`src/rtl/dmem_bus_ctrl.sv`:
```
// Data-memory request controller: one aligned load/store per access on a single-outstanding bus.
// Optional watchdog abort is enabled by defining DMEM_TIMEOUT_EN.
module dmem_bus_ctrl #(
    parameter int ADDR_W = 64,
    parameter int DATA_W = 64
) (
    input  logic                clock,
    input  logic                rst_n,
    input  logic                req_valid,
    output logic                req_ready,
    input  logic                req_wen,
    input  logic [1:0]          req_size,
    input  logic [ADDR_W-1:0]   req_addr,
    input  logic [DATA_W-1:0]   req_wdata,
    input  logic [DATA_W/8-1:0] req_wstrb,
    input  logic                flush,
    output logic                rsp_valid,
    output logic [DATA_W-1:0]   rsp_rdata,
    output logic                rsp_err,
    output logic                stall,
    output logic                bus_valid,
    input  logic                bus_ready,
    output logic [ADDR_W-1:0]   bus_addr,
    output logic                bus_wen,
    output logic [DATA_W-1:0]   bus_wdata,
    output logic [DATA_W/8-1:0] bus_wstrb,
    input  logic                bus_rvalid,
    input  logic [DATA_W-1:0]   bus_rdata,
    input  logic                bus_err
);

    localparam int STRB_W = DATA_W / 8;

    typedef enum logic [1:0] {
        IDLE = 2'd0,
        REQ  = 2'd1,
        WAIT = 2'd2,
        DONE = 2'd3
    } state_t;

    state_t              state;
    logic                drop;
    logic [ADDR_W-1:0]   addr_q;
    logic                wen_q;
    logic [DATA_W-1:0]   wdata_q;
    logic [STRB_W-1:0]   wstrb_q;
    logic [DATA_W-1:0]   rdata_q;
    logic                err_q;

    logic accept;
    logic misaligned;
    logic busy;
    logic timeout;

    assign accept = req_valid & ~flush & (state == IDLE);
    assign busy   = (state == REQ) | (state == WAIT);

    assign misaligned =
        (req_addr[0] & (req_size != 2'd0)) |
        ((req_addr[1:0] != 2'b00) & req_size[1]) |
        ((req_addr[2:0] != 3'b000) & (req_size == 2'd3));

`ifdef DMEM_TIMEOUT_EN
    logic [7:0] wdog;

    always_ff @(posedge clock or negedge rst_n) begin
        if (!rst_n) begin
            wdog <= 8'd0;
        end else if (accept) begin
            wdog <= 8'd0;
        end else if (busy) begin
            wdog <= wdog + 8'd1;
        end
    end

    assign timeout = busy & (wdog == 8'hFF);
`else
    assign timeout = 1'b0;
`endif

    always_ff @(posedge clock or negedge rst_n) begin
        if (!rst_n) begin
            state   <= IDLE;
            drop    <= 1'b0;
            addr_q  <= '0;
            wen_q   <= 1'b0;
            wdata_q <= '0;
            wstrb_q <= '0;
            rdata_q <= '0;
            err_q   <= 1'b0;
        end else begin
            unique case (state)
                IDLE: begin
                    if (accept) begin
                        addr_q  <= {req_addr[ADDR_W-1:3], 3'b000};
                        wen_q   <= req_wen;
                        wdata_q <= req_wdata;
                        wstrb_q <= req_wstrb;
                        if (misaligned) begin
                            rdata_q <= '0;
                            err_q   <= 1'b1;
                            state   <= DONE;
                        end else begin
                            state <= REQ;
                        end
                    end
                end
                REQ: begin
                    if (flush) drop <= 1'b1;
                    if (timeout) begin
                        rdata_q <= '0;
                        err_q   <= 1'b1;
                        state   <= DONE;
                    end else if (bus_ready) begin
                        state <= WAIT;
                    end
                end
                WAIT: begin
                    if (flush) drop <= 1'b1;
                    if (timeout) begin
                        rdata_q <= '0;
                        err_q   <= 1'b1;
                        state   <= DONE;
                    end else if (bus_rvalid) begin
                        rdata_q <= wen_q ? '0 : bus_rdata;
                        err_q   <= bus_err;
                        state   <= DONE;
                    end
                end
                DONE: begin
                    drop  <= 1'b0;
                    state <= IDLE;
                end
                default: state <= IDLE;
            endcase
        end
    end

    assign req_ready = (state == IDLE);
    assign stall     = (req_valid & (state == IDLE)) | busy;
    // A flush in the completion cycle suppresses the pulse as well.
    assign rsp_valid = (state == DONE) & ~drop & ~flush;
    assign rsp_rdata = rdata_q;
    assign rsp_err   = err_q;

    assign bus_valid = (state == REQ);
    assign bus_addr  = addr_q;
    assign bus_wen   = wen_q;
    assign bus_wdata = wdata_q;
    assign bus_wstrb = wstrb_q;

endmodule

```
`config.mk`:
```
export PLATFORM = sky130hd
export DESIGN_NAME = dmem_bus_ctrl
export DESIGN_NICKNAME = d
export VERILOG_FILES = /design/src/rtl/dmem_bus_ctrl.sv
export SDC_FILE = /design/constraint.sdc
export NUM_CORES = 1
export LEC_CHECK = 0
export CAP_MARGIN = 10
export CORE_AREA = 2 2 162 164
export CTS_CLUSTER_DIAMETER = 150
export DETAILED_ROUTE_END_ITERATION = 10
export DIE_AREA = 0 0 164 166
export PLACE_DENSITY = 0.68
export SYNTH_ARGS = -nofsm -noshare
export SYNTH_HDL_FRONTEND = slang
export SYNTH_SLANG_ARGS = --single-unit
```
`constraint.sdc`:
```
create_clock -name clock -period 1.9 [get_ports clock]
set_input_delay 0.38 -clock clock [delete_from_list [all_inputs] [get_ports clock]]
set_output_delay 0.38 -clock clock [all_outputs]
set_load 0.01 [all_outputs]
```
**Yosys cells after proc, flatten, opt, wreduce, memory -nomap -nowiden**

Index checks and enable logic that the tools add are counted.

- Output and inout bits: 206
- Latch bits: 0
- Word-level logic and storage cells: 58
- Bits in registers: 202
- ROM bits: 0
- Memories: 0
- Bits in writable memories: 0
- Input port bits: 210

- Multiply operators: 0
- Equality and inequality tests: 9
- Reductions and logical operators: 11
- Bitwise operators: 14
- Divide/modulo/power cells: 0
- Magnitude comparators: 0
- Shift operators: 0
- $add $sub $neg: 0
- Mux-type cells: 16

Operator list:

| cell | number |
|---|---|
| $mux W64 | 4 |
| $pmux W64 S2 | 1 |
| $and A1 B1 Y1 | 8 |
| $mux W2 | 4 |
| $ne A2 B1 Y1 const B | 4 |
| $pmux W2 S4 | 1 |
| $reduce_bool A2 Y1 | 4 |
| $eq A2 B2 Y1 const B | 3 |
| $mux W1 | 4 |
| $or A1 B1 Y1 | 4 |
| $pmux W1 S2 | 2 |
| $reduce_and A2 Y1 | 2 |
| $reduce_and A4 Y1 | 1 |
| $reduce_and A3 Y1 | 1 |
| $reduce_bool A3 Y1 | 1 |
| $eq A2 B1 Y1 const B | 1 |
| $logic_not A2 Y1 | 1 |
| $ne A2 B2 Y1 const B | 1 |
| $not A1 Y1 | 2 |
| $reduce_or A2 Y1 | 1 |

**Longest topological paths before layout**

- Depth after elaboration: 7
- Depth in mapped cells: 8
- Mapped depth without buffers: 6

**Least setup slack after synthesis**

OpenSTA, ideal clock, no wires.

- Path kind: reg-to-reg
- From: register state[0]
- To: register addr_q[34] (netlist: bus_addr[34])
- Clock period less this slack: 1.836 ns
- Library setup time: 0.125 ns
- Data required time: 1.775 ns
- Cell stages (with the launch flop): 8
- Buffers on the path: 3
- Setup slack: 0.064 ns
- Data arrival time: 1.711 ns
- Cells stage by stage: dfrtp_1 > inv_1 > ha_1 > nand3b_1 > buf_2 > buf_2 > buf_2 > mux2_2

- Word-level cells in the longest chain between the ends: 3

Ends and longest elaborated chain:

| item | line | RTL |
|---|---|---|
| start: declaration | 41 | `state_t state;` |
| start signal: assignment | 83 | `state <= IDLE;` |
| start signal: assignment | 102 | `state <= DONE;` |
| start signal: assignment | 104 | `state <= REQ;` |
| $logic_not A2 Y1 (*) | -- |  |
| net req_ready | 10 | `output logic req_ready,` |
| $and A1 B1 Y1 | 55 | `assign accept = req_valid & ~flush & (state == IDLE);` |
| $reduce_and A2 Y1 (no source line) (*) | -- |  |
| end signal: assignment | 95 | `addr_q <= {req_addr[ADDR_W-1:3], 3'b000};` |
| end: declaration | 43 | `logic [ADDR_W-1:0] addr_q;` |

The timed path passes the listed nets; every way through them passes the cells marked *.
A chain may end at the register's enable or synchronous reset.

**Final worst setup path**

- From: register state[1]
- To: output rsp_valid

- Word-level cells in the longest chain between the ends: 3

Ends and longest elaborated chain:

| item | line | RTL |
|---|---|---|
| $eq A2 B2 Y1 | 142 | `assign rsp_valid = (state == DONE) & ~drop & ~flush;` |
| $and A1 B1 Y1 (2 in series) | 142 |  |
| end: declaration | 17 | `output logic rsp_valid,` |

No other way between the ends.

==> impl_results.html <==
<table>
<tr><th>Metric</th><th>Value</th></tr>
<tr><th colspan="2">Power and ir drop</th></tr>
<tr><td>Worst IR drop on VDD</td><td>0.00122 V</td></tr>
<tr><td>Tot Pwr</td><td>21.0 mW</td></tr>
<tr><td>Proportion of power drawn by combinational gates</td><td>45.7%</td></tr>
<tr><td>Power density over the cells</td><td>1550 mW/mm2</td></tr>
<tr><td>Fraction of power consumed by the clock network</td><td>20.7%</td></tr>
<tr><td>Pleak</td><td>5.67 nW</td></tr>
<tr><td>Sw power</td><td>6.63 mW</td></tr>
<tr><td>Int Power</td><td>14.3 mW</td></tr>
<tr><td>Net switching fraction of the power</td><td>31.6%</td></tr>
<tr><td>Sequential group share of total power</td><td>33.7%</td></tr>
<tr><th colspan="2">Routing</th></tr>
<tr><td>Count of routing violations after the opening detailed-route iteration</td><td>323</td></tr>
<tr><td>DRC Markers</td><td>0</td></tr>
<tr><td>Detailed-route vias per instance</td><td>4.56</td></tr>
<tr><td>Number of antenna-violating nets in the routed design</td><td>0</td></tr>
<tr><td>Routed len/inst</td><td>17.8 um</td></tr>
<tr><td>Via count</td><td>6,370</td></tr>
<tr><td>Pre-antenna DRT Iters</td><td>4</td></tr>
<tr><td>Total routed wirelength</td><td>24,800 um</td></tr>
<tr><th colspan="2">Placement</th></tr>
<tr><td>Placed wire-length estimate</td><td>18,700 um</td></tr>
<tr><td>Count of buffers inserted at the top-level ports</td><td>412</td></tr>
<tr><td>Number of placed instances with taps included</td><td>1,354</td></tr>
<tr><td>GPL Wtd Cong</td><td>0.791</td></tr>
<tr><td>Worst slack at placement</td><td>-255 ps</td></tr>
<tr><td>Post-placement cell area</td><td>0.0127 mm2</td></tr>
<tr><th colspan="2">Clock network</th></tr>
<tr><td>Maximum count of clock buffers along a single path</td><td>3</td></tr>
<tr><td>Total CTS buffers</td><td>22</td></tr>
<tr><td>CTS sink cnt</td><td>202</td></tr>
<tr><td>Clock transition at path regs</td><td>60 ps</td></tr>
<tr><td>Clock latency at the later pin of the worst-skew pair</td><td>510 ps</td></tr>
<tr><td>CTS H-tree lvls</td><td>1</td></tr>
<tr><td>TritonCTS clock tree</td><td>done</td></tr>
<tr><td>Clock Root Buffer</td><td>sky130_fd_sc_hd__clkbuf_16</td></tr>
<tr><th colspan="2">Setup path</th></tr>
<tr><td>Maximum fanout count along the critical path</td><td>3</td></tr>
<tr><td>Startpoint of the most critical register-to-register path</td><td>state[1]$_DFFE_PN0P_</td></tr>
<tr><td>Slowest stage cell, crit path</td><td>sky130_fd_sc_hd__dfrtp_1</td></tr>
<tr><td>CP arrival</td><td>1490 ps</td></tr>
<tr><td>Critical path type</td><td>reg2out</td></tr>
<tr><td>Launching instance or port of the critical path</td><td>state[1]$_DFFE_PN0P_</td></tr>
<tr><td>List of cells traversed by the critical path</td><td>buf_4 -&gt; ha_4 -&gt; nor3b_2 -&gt; buf_2</td></tr>
<tr><td>CP startpoint kind</td><td>flop</td></tr>
<tr><td>Type of destination of the critical path</td><td>output pin</td></tr>
<tr><td>Critical Path RT</td><td>1520 ps</td></tr>
<tr><td>Largest stage delay, worst path</td><td>410 ps</td></tr>
<tr><th colspan="2">STA</th></tr>
<tr><td>Fin crit share</td><td>98.4%</td></tr>
<tr><td>Post-route setup slack</td><td>30.5 ps</td></tr>
<tr><td>Clock period minus final worst setup slack</td><td>1870 ps</td></tr>
<tr><td>Post-route setup TNS</td><td>0 ps</td></tr>
<tr><td>Endpoints failing setup</td><td>0</td></tr>
<tr><td>Fmax</td><td>0.535 GHz</td></tr>
<tr><td>Worst slack on hold paths</td><td>364 ps</td></tr>
<tr><td>Max Slew Vio Count</td><td>0</td></tr>
<tr><td>Final clock skew</td><td>19.4 ps</td></tr>
<tr><td>Final count of hold timing violations</td><td>0</td></tr>
<tr><td>RSZ-0062 raised after global routing</td><td>yes</td></tr>
<tr><th colspan="2">Die</th></tr>
<tr><td>Height of the die</td><td>166 um</td></tr>
<tr><td>Die X-Extent</td><td>164 um</td></tr>
<tr><td>Top-Level Pins</td><td>416</td></tr>
<tr><td>FP Rows</td><td>59</td></tr>
<tr><td>Core region area</td><td>0.0256 mm2</td></tr>
<tr><td>Starting Density</td><td>30.9%</td></tr>
<tr><td>Total Die Area</td><td>0.0272 mm2</td></tr>
<tr><th colspan="2">Synth</th></tr>
<tr><td>Number of synthesized register bits</td><td>202</td></tr>
<tr><td>Fraction of registers with async set/reset</td><td>100%</td></tr>
<tr><td>Sequential cell area fraction in the yosys report</td><td>63.8%</td></tr>
<tr><td>Number of instances in the synthesized netlist</td><td>607</td></tr>
<tr><td>Synthesized area per cell</td><td>13.0 um2</td></tr>
<tr><td>Area leader, netlist</td><td>sky130_fd_sc_hd__dfrtp_1</td></tr>
<tr><td>Synth top area share</td><td>63.8%</td></tr>
<tr><td>Total number of yosys warnings</td><td>0</td></tr>
<tr><td>Synth Cell Area</td><td>0.00792 mm2</td></tr>
<tr><td>Leading cell types by total area after synthesis</td><td>sky130_fd_sc_hd__dfrtp_1, sky130_fd_sc_hd__mux2_2, sky130_fd_sc_hd__o21ai_0</td></tr>
<tr><td>Most frequent cell after synthesis</td><td>sky130_fd_sc_hd__dfrtp_1</td></tr>
<tr><td>Number of distinct standard cells referenced by the synthesized netlist</td><td>25</td></tr>
<tr><td>Commonest cells in the netlist</td><td>sky130_fd_sc_hd__dfrtp_1, sky130_fd_sc_hd__mux2_2, sky130_fd_sc_hd__o21ai_0</td></tr>
<tr><td>Most common flop cell mapped by yosys</td><td>sky130_fd_sc_hd__dfrtp_1</td></tr>
<tr><td>Number of synthesized flops with an enable pin</td><td>0</td></tr>
<tr><th colspan="2">Finish</th></tr>
<tr><td>Final cell area excluding filler cells</td><td>0.0135 mm2</td></tr>
<tr><td>Final Instance Count excl. Fillers</td><td>1,397</td></tr>
<tr><td>Share of final-layout standard cells stronger than drive strength 1</td><td>21.9%</td></tr>
<tr><td>Final-stage net count</td><td>1,260</td></tr>
<tr><td>P&amp;R area growth vs syn</td><td>70.5%</td></tr>
<tr><td>Utilization of the core after routing</td><td>52.7%</td></tr>
<tr><th colspan="2">Outcome</th></tr>
<tr><td>Status</td><td>complete, no violations</td></tr>
<tr><th colspan="2">Worst hold path</th></tr>
<tr><td>Path category of the worst min-delay check</td><td>in2async</td></tr>
<tr><th colspan="2">Global routing</th></tr>
<tr><td>Wire length of the first global-routing pass</td><td>37,800 um</td></tr>
<tr><td>Initial antenna violation count</td><td>1</td></tr>
<tr><td>GRT Resource Usage Total</td><td>17.8%</td></tr>
<tr><td>Vias in the first global route</td><td>6,641</td></tr>
<tr><td>Largest net degree at the start of global routing</td><td>66</td></tr>
<tr><td>GRT overflow</td><td>0</td></tr>
<tr><th colspan="2">Flow run</th></tr>
<tr><td>Max capacitance violation total</td><td>0</td></tr>
</table>
timing repair:
| action | in CTS | in global routing |
|---|---|---|
| pin swaps | 0 | 1 |
| endpoints found under the setup margin | 37 | 46 |
| endpoints found under the hold margin | 30 | 0 |
| hold buffers | 1 | 0 |
| gates resized for setup | 27 | 12 |
| setup buffers | 1 | 1 |
metal layers:
metal / part of all wire (%) / up-vias / global-route usage [%] / wire length, um
met3: 11 / 54 / 6.64 / 2620
met1: 38 / 3060 / 20.8 / 9310
met2: 48 / 288 / 29.6 / 12000
met5: 0 / - / 0 / 0
met4: 3.6 / 0 / 6.86 / 897
li1: - / 2968 / - / -
final timing paths:
| check | end | slack (ps) | depth (start not counted) |
|---|---|---|---|
| max reg2reg | rsp_rdata[43]$_DFFE_PN0P_ | 90 | 6 |
| max in group asynchronous | bus_wdata[59]$_DFFE_PN0P_ | 840 | 3 |
| max | rsp_valid | 30 | 4 |
| min in group clock | rsp_rdata[47]$_DFFE_PN0P_ | 410 | 3 |
| min | rsp_rdata[9]$_DFFE_PN0P_ | 360 | 2 |
| min reg2reg | bus_wdata[4]$_DFFE_PN0P_ | 500 | 1 |
sequential cells by signal, summed over array words and instances (netlist names):
signal	flops
bus_wen	1
rsp_rdata	64
bus_wstrb	8
rsp_err	1
drop	1
bus_wdata	64
state	2
bus_addr	61
cell families (layout without fill, tap and decap cells):
family	count (synthesis)	count (layout)	synth area share, %
buffers and inverters	51	503	3.38
muxes	135	135	19.2
DFF	202	202	63.8
other	1	4	0.0474
adders and majority gates	4	4	0.632
AOI/OAI and AO/OA	140	140	9.06
and+or+nand+nor	74	74	3.86
placed cells by master, fill, tap and decap left out, drive strengths merged, types with 2 or more instances in the layout:
master / n
a21oi: 2
buf: 50
clkbuf: 35
clkdlybuf4s50: 404
clkinv: 4
conb: 3
dfrtp: 202
dlygate4sd2: 3
ha: 4
inv: 5
mux2: 134
nand2: 65
nor2: 2
nor2b: 3
o21ai: 133
critical path: cells and delay by family (launching register included):
| family | cells | cell delay [ps] |
|---|---|---|
| flops | 1 | 410 |
| buf+inv | 2 | 280 |
| fa+ha+maj | 1 | 160 |
| simple gates | 1 | 150 |
cell type report:
type,instances,area [um2]
multi-input cells,356,2650
repair buffers,459,4610
diodes,1,2.50
inverters,5,18.8
clock buffers,34,697
well taps,335,419
fillers,2193,12100
flip-flops and latches,202,5050
clock inverters,5,50.0
power groups by stage:
stage | sequential, mW | combinational, mW | clock (mW)
after floorplan | 7.91 | 3.12 | 0
after global placement | 7.05 | 9.45 | 0
after detailed placement | 7.13 | 9.56 | 0
after CTS | 7.08 | 9.64 | 4.48
after global routing | 7.29 | 10.3 | 4.66
final | 7.06 | 9.57 | 4.33
Note: power is estimated with default switching activity, not from simulation.
